$ cat config.mk
export PLATFORM = sky130hd
export DESIGN_NAME = rvv_backend_mul_rs
export DESIGN_NICKNAME = d
export VERILOG_FILES = /design/src/rtl/rvv_backend_mul_rs_pkg.sv /design/src/rtl/rvv_backend_multi_fifo.sv /design/src/rtl/rvv_backend_mul_rs.sv
export SDC_FILE = /design/constraint.sdc
export NUM_CORES = 1
export LEC_CHECK = 0
export BUFFER_PORTS_ARGS = -buffer_cell sky130_fd_sc_hd__buf_4
export CORE_ASPECT_RATIO = 0.7
export CORE_UTILIZATION = 55
export DETAILED_ROUTE_END_ITERATION = 12
export HOLD_SLACK_MARGIN = 0.15
export PLACE_DENSITY = 0.74
export SYNTH_ARGS = -nofsm -noshare
export SYNTH_HDL_FRONTEND = slang
export SYNTH_HIERARCHICAL = 1
export SYNTH_SLANG_ARGS = --single-unit
export TNS_END_PERCENT = 50
$ cat constraint.sdc
create_clock -name clk -period 8.7 [get_ports clk]
set_input_delay 0.87 -clock clk [delete_from_list [all_inputs] [get_ports clk]]
set_output_delay 0.87 -clock clk [all_outputs]
set_load 0.01 [all_outputs]
$ cat src/rtl/rvv_backend_mul_rs_pkg.sv
// Shared types and constants for the multiply/MAC reservation station.
package rvv_backend_mul_rs_pkg;

  // Number of uops exchanged per cycle with dispatch and with execute.
  localparam int NUM_MUL    = 2;
  localparam int NUM_DP_UOP = 2;

  // Multiply/MAC uop as held in the reservation station.
  typedef struct packed {
    logic [4:0]  vd_index;
    logic [2:0]  op;
    logic [31:0] rs1_data;
  } MUL_RS_t;

endpackage

$ cat src/rtl/rvv_backend_multi_fifo.sv
// Multi-port circular FIFO: up to PUSH_N in-order pushes and POP_N in-order
// pops per cycle, combinational read of the POP_N oldest entries, and status
// flags decoded from the registered occupancy count.
module rvv_backend_multi_fifo #(
  parameter type DATA_T = logic [7:0],
  parameter int  DEPTH  = 8,
  parameter int  PUSH_N = 2,
  parameter int  POP_N  = 2,
  localparam int PTR_W  = $clog2(DEPTH),
  localparam int CNT_W  = $clog2(DEPTH) + 1
) (
  input  logic              clk,
  input  logic              rst_n,
  input  logic              clear_i,
  input  logic [PUSH_N-1:0] push_i,
  input  DATA_T             push_data_i [PUSH_N],
  input  logic [POP_N-1:0]  pop_i,
  output DATA_T             pop_data_o [POP_N],
  output logic              full_o,
  output logic              almost_full_o,
  output logic              empty_o,
  output logic              almost_empty_o
);

  DATA_T             mem_q [DEPTH];
  logic [PTR_W-1:0]  wptr_q, wptr_d;
  logic [PTR_W-1:0]  rptr_q, rptr_d;
  logic [CNT_W-1:0]  count_q, count_d;
  logic [PUSH_N-1:0] push_acc;
  logic [POP_N-1:0]  pop_acc;
  logic [CNT_W-1:0]  push_cnt, pop_cnt;

  // Push acceptance: each slot needs all older slots accepted and one more free
  // entry than the slot before it, judged on the pre-cycle count only.
  always_comb begin
    logic ok;
    ok       = !clear_i;
    push_acc = '0;
    push_cnt = '0;
    for (int i = 0; i < PUSH_N; i++) begin
      ok          = ok & push_i[i] & (count_q <= CNT_W'(DEPTH - 1 - i));
      push_acc[i] = ok;
      push_cnt    = push_cnt + CNT_W'(ok);
    end
  end

  // Pop acceptance: same prefix rule, each slot needs one more valid entry.
  always_comb begin
    logic ok;
    ok      = !clear_i;
    pop_acc = '0;
    pop_cnt = '0;
    for (int i = 0; i < POP_N; i++) begin
      ok         = ok & pop_i[i] & (count_q >= CNT_W'(i + 1));
      pop_acc[i] = ok;
      pop_cnt    = pop_cnt + CNT_W'(ok);
    end
  end

  // Next pointer/count values; pointer sums wrap because DEPTH is a power of two.
  always_comb begin
    wptr_d  = wptr_q + PTR_W'(push_cnt);
    rptr_d  = rptr_q + PTR_W'(pop_cnt);
    count_d = count_q + push_cnt - pop_cnt;
  end

  // Pointer and count registers; reset and clear both empty the FIFO.
  always_ff @(posedge clk) begin
    if (!rst_n || clear_i) begin
      wptr_q  <= '0;
      rptr_q  <= '0;
      count_q <= '0;
    end else begin
      wptr_q  <= wptr_d;
      rptr_q  <= rptr_d;
      count_q <= count_d;
    end
  end

  // Entry storage, written at consecutive slots from wptr; never reset.
  always_ff @(posedge clk) begin
    for (int i = 0; i < PUSH_N; i++) begin
      if (push_acc[i]) begin
        mem_q[wptr_q + PTR_W'(i)] <= push_data_i[i];
      end
    end
  end

  // Oldest entries read straight from the array; slots past occupancy show 0.
  for (genvar gi = 0; gi < POP_N; gi++) begin : g_rd
    assign pop_data_o[gi] = (count_q > CNT_W'(gi)) ? mem_q[rptr_q + PTR_W'(gi)] : '0;
  end

  assign full_o         = (count_q == CNT_W'(DEPTH));
  assign almost_full_o  = (count_q == CNT_W'(DEPTH - 1));
  assign empty_o        = (count_q == '0);
  assign almost_empty_o = (count_q == CNT_W'(1));

`ifdef RVV_MUL_RS_SVA_EN
  a_count_le_depth: assert property (@(posedge clk) disable iff (!rst_n)
    count_q <= CNT_W'(DEPTH));
`endif

endmodule

$ cat src/rtl/rvv_backend_mul_rs.sv
// Reservation station for multiply/MAC uops between dispatch and the MUL/MAC
// execute wrapper. Optional protocol assertions: define RVV_MUL_RS_SVA_EN.
module rvv_backend_mul_rs
  import rvv_backend_mul_rs_pkg::*;
#(
  parameter int DEPTH = 8
) (
  input  logic               clk,
  input  logic               rst_n,
  input  logic               trap_flush_rvv,
  input  logic [NUM_MUL-1:0] dp2rs_push_valid,
  input  MUL_RS_t            dp2rs_push_data [NUM_MUL],
  output logic               rs2dp_fifo_full,
  output logic               rs2dp_fifo_1left_to_full,
  output MUL_RS_t            rs2ex_uop_data [NUM_MUL],
  output logic               rs2ex_fifo_empty,
  output logic               rs2ex_fifo_1left_to_empty,
  input  logic [NUM_MUL-1:0] ex2rs_fifo_pop
);

  // Flush reuses the FIFO clear path so it overrides same-cycle push and pop.
  rvv_backend_multi_fifo #(
    .DATA_T (MUL_RS_t),
    .DEPTH  (DEPTH),
    .PUSH_N (NUM_MUL),
    .POP_N  (NUM_MUL)
  ) u_fifo (
    .clk            (clk),
    .rst_n          (rst_n),
    .clear_i        (trap_flush_rvv),
    .push_i         (dp2rs_push_valid),
    .push_data_i    (dp2rs_push_data),
    .pop_i          (ex2rs_fifo_pop),
    .pop_data_o     (rs2ex_uop_data),
    .full_o         (rs2dp_fifo_full),
    .almost_full_o  (rs2dp_fifo_1left_to_full),
    .empty_o        (rs2ex_fifo_empty),
    .almost_empty_o (rs2ex_fifo_1left_to_empty)
  );

`ifdef RVV_MUL_RS_SVA_EN
  a_push1_wo_push0: assert property (@(posedge clk) disable iff (!rst_n || trap_flush_rvv)
    !(dp2rs_push_valid[1] && !dp2rs_push_valid[0]));
  a_pop1_wo_pop0: assert property (@(posedge clk) disable iff (!rst_n || trap_flush_rvv)
    !(ex2rs_fifo_pop[1] && !ex2rs_fifo_pop[0]));
  a_push_when_full: assert property (@(posedge clk) disable iff (!rst_n || trap_flush_rvv)
    !(rs2dp_fifo_full && dp2rs_push_valid[0]));
  a_push2_at_1left: assert property (@(posedge clk) disable iff (!rst_n || trap_flush_rvv)
    !(rs2dp_fifo_1left_to_full && (dp2rs_push_valid == 2'b11)));
  a_pop_when_empty: assert property (@(posedge clk) disable iff (!rst_n || trap_flush_rvv)
    !(rs2ex_fifo_empty && ex2rs_fifo_pop[0]));
  a_pop2_at_1left: assert property (@(posedge clk) disable iff (!rst_n || trap_flush_rvv)
    !(rs2ex_fifo_1left_to_empty && (ex2rs_fifo_pop == 2'b11)));
  c_full_pop2: cover property (@(posedge clk) disable iff (!rst_n)
    rs2dp_fifo_full && (ex2rs_fifo_pop == 2'b11));
`endif

endmodule

==> qor.yml <==
sta:
  fin_tns_setup_ns: 0
  post-route-period-util_pct: 54.2
  finalHoldViolations: 0
  skew_ns: 0.0150
  rsz0062_at_grt: "false"
  fmax_ghz: 0.212
  slew_headroom_pct: 27.9
  tightest_slew_ns: 1.08
  period_minus_slack_ns: 4.71
  setup_viol: 0
  maxSlewViolCount: 0
drt:
  drt_iter0_markers: 970
  routedWlPerCell_um: 27.4
  ant_nets: 0
  firstDrtPassIters: 7
  dr_total_vias: 11900
  vias_per_cell: 6.43
  wirelength_um: 50900
  drcViolationCount: 0
yosys:
  yosysSeqAreaShare_pct: 49.7
  synth.yosys.warnings: 6
  syn_nets: 1320
  synthDistinctLibCells: 40
  ys_ff_latch: 330
  syn-cell-area_um2: 19700
  synthCells: 1215
  syn_avg_cell_area_um2: 16.2
power_and_ir_drop:
  p_int_uw: 2920
  power.density_nw_per_um2: 173
  power_switching_uw: 977
  combPwrFrac_pct: 15.7
  clkPwrFrac_pct: 38.0
  pwr-share-seq_pct: 46.3
  peakVddDrop_uv: 130
  p_sw_share_pct: 25.1
  p_leak_uw: 0.00777
placement:
  io_buffers: 170
  dp_hpwl_um: 28300
  dp_cells: 1788
  gp_congestion: 0.811
finish:
  fin_util_pct: 64.2
  layout.nets: 1459
  finalNonFillerCells: 1856
  synthToLayoutAreaGrowth_pct: 14.0
  post_route_cells_drive_above_1_share_pct: 53.7
die:
  std_cell_rows: 57
  core-area_um2: 35000
  initial_utilization_pct: 56.3
  dieArea_um2: 36600
  die_w_um: 228
  io_pins: 171
  fp.dieH_um: 160
clocking:
  cts_num_sinks: 330
  cts_buffer_depth: 3
  cts_tree: "done"
  post_cts_resized: 0
  clkTransAtPathRegs_ns: 0.06
  cts_max_level: 2
  cts-root-buf: "clkbuf_16"
  hold_buffers: 0
  cts_buffers: 36
  cts_setup_buffers: 0
  clk_latency_ns: 0.54
setup_path:
  crit_arrival_ns: 3.84
  cp_max_fo: 44
  cp-start-kind: "register"
  required_ns: 7.83
  crit_type: "register to output pin"
  cp-end-kind: "output pin"
global_routing:
  track_usage_pct: 28.1
  grt_pass1_vias: 12000
  antenna_found_initial: 4
  overflow: 0
  grt_pass1_wl_um: 76400
  grt_max_degree: 69
min_path:
  worstHoldPathType: "input pin to register"
run:
  maxCapViolations: 0
status:
  status: "finished clean"
-- cell usage after synthesis (all sizes together) --
library cell | instances | area [um^2]
a32oi | 4 | 35.0
and2 | 4 | 25.0
a211oi | 2 | 15.0
nand3 | 1 | 17.5
nor3 | 8 | 85.1
dfxtp | 10 | 200
nor4 | 2 | 12.5
nor2b | 1 | 6.26
mux2 | 320 | 3830
a21oi | 6 | 30.0
or3 | 3 | 18.8
mux2i | 40 | 400
a221oi | 2 | 17.5
nor3b | 2 | 15.0
fa | 4 | 80.1
xnor2 | 4 | 35.0
or2 | 1 | 6.26
inv | 95 | 359
buf | 71 | 457
xor2 | 3 | 26.3
nor4b | 1 | 8.76
o22ai | 40 | 250
nand2b | 6 | 37.5
mux4 | 160 | 3600
ha | 14 | 175
edfxtp | 320 | 9610
nor2 | 56 | 210
o21ai | 2 | 10.0
a21boi | 1 | 7.51
clkbuf | 19 | 71.3
a21o | 3 | 22.5
nand2 | 9 | 33.8
or4 | 1 | 11.3
-- area by class of cell --
| cell class | instances | area, um^2 |
|---|---|---|
| sequential | 330 | 9820 |
| clock buffer | 46 | 960 |
| multi-input combinational | 700 | 9170 |
| timing repair buffer | 191 | 1430 |
| antenna | 3 | 7.51 |
| tap | 472 | 591 |
| clock inverter | 19 | 146 |
| fill | 2500 | 12500 |
| inverter | 95 | 359 |
-- stage by stage --
| stage | hold slack, ns | power [uW] | cell area, um^2 | worst slack (ns) |
|---|---|---|---|---|
| final | 0.685 | 3890 | 22500 | 3.99 |
| after floorplan | 0.552 | 2170 | 19700 | 3.54 |
| after global placement | 0.754 | 2430 | 21400 | 4.50 |
| after CTS | 0.664 | 3910 | 22500 | 3.89 |
| after global routing | 0.677 | 4010 | 22500 | 3.73 |
| after detailed placement | 0.766 | 2440 | 21400 | 4.47 |
-- state kept, by name (all words and copies together), names as in the netlist --
signal          cells
u_fifo/count_q      4
u_fifo/mem_q      320
u_fifo/rptr_q       3
u_fifo/wptr_q       3
-- logic make-up (layout without fill, tap and decap cells) --
family | after synthesis | after routing | share of synthesized area [%]
AO/OA/AOI/OAI | 60 | 60 | 1.97
XOR/XNOR | 7 | 7 | 0.311
adder cells (fa/ha/maj) | 18 | 18 | 1.29
buffers and inverters | 185 | 351 | 4.50
flip-flops | 330 | 330 | 49.7
multiplexers | 520 | 520 | 39.7
other | 0 | 3 | 0
AND/OR/NAND/NOR | 95 | 95 | 2.47
-- layer usage --
layer  part of all wire [%]  track usage, %  vias to the layer above  wire (um)
met5                  0.022               0                        -         11
met4                    1.5            5.80                        2        742
met3                    8.6            6.75                       65       4390
met2                     46            43.8                      531      23600
met1                     43            40.5                     6196      22100
li1                       -               -                     5137          -
-- worst max-delay path, cell delays in order, from the launching register on --
cell     delay, ns
dfxtp_4       0.77
ha_4          0.72
buf_4         0.74
mux4_2        0.60
inv_1         0.07
o22ai_1       0.14
buf_4         0.22
-- path summary, 6_finish.rpt --
kind                                                    from                            end  slack, ns  cells after the start
worst max-delay path             u_fifo/rptr_q[0]$_SDFF_PP0_             rs2ex_uop_data[19]       3.99                      6
worst min-delay path                     dp2rs_push_data[47]   u_fifo/mem_q[0][7]$_DFFE_PP_       0.68                      2
worst max register to register  u_fifo/count_q[3]$_SDFF_PP0_  u_fifo/mem_q[4][20]$_DFFE_PP_       4.91                      8
worst min register to register   u_fifo/wptr_q[1]$_SDFF_PP0_    u_fifo/wptr_q[1]$_SDFF_PP0_       0.78                      3
-- placed cells by master, fill, tap and decap left out, types with 5 or more instances in the layout --
cell type  Yosys  layout
buf_4          2     191
clkinv_2       0       7
mux2_4        60      60
dfxtp_1       10       7
o22ai_1       40      40
mux2i_1       40      40
mux2_2       254     254
mux4_2       160     160
nor2_1        56      52
inv_1         94      94
mux2_1         6       6
clkinv_1       0       7
clkbuf_16      0      37
ha_1          14      13
nand2b_1       6       5
clkbuf_1      19       9
a21oi_1        6       6
edfxtp_1     320     320
-- power groups by stage --
stage | logic [uW] | clock network (uW) | registers, uW
floorplan | 344 | 0 | 1830
global route | 650 | 1550 | 1800
CTS | 610 | 1500 | 1800
finish | 610 | 1480 | 1800
detailed placement | 607 | 0 | 1830
global placement | 600 | 0 | 1830
No activity file was read; power rests on OpenSTA's default activity.
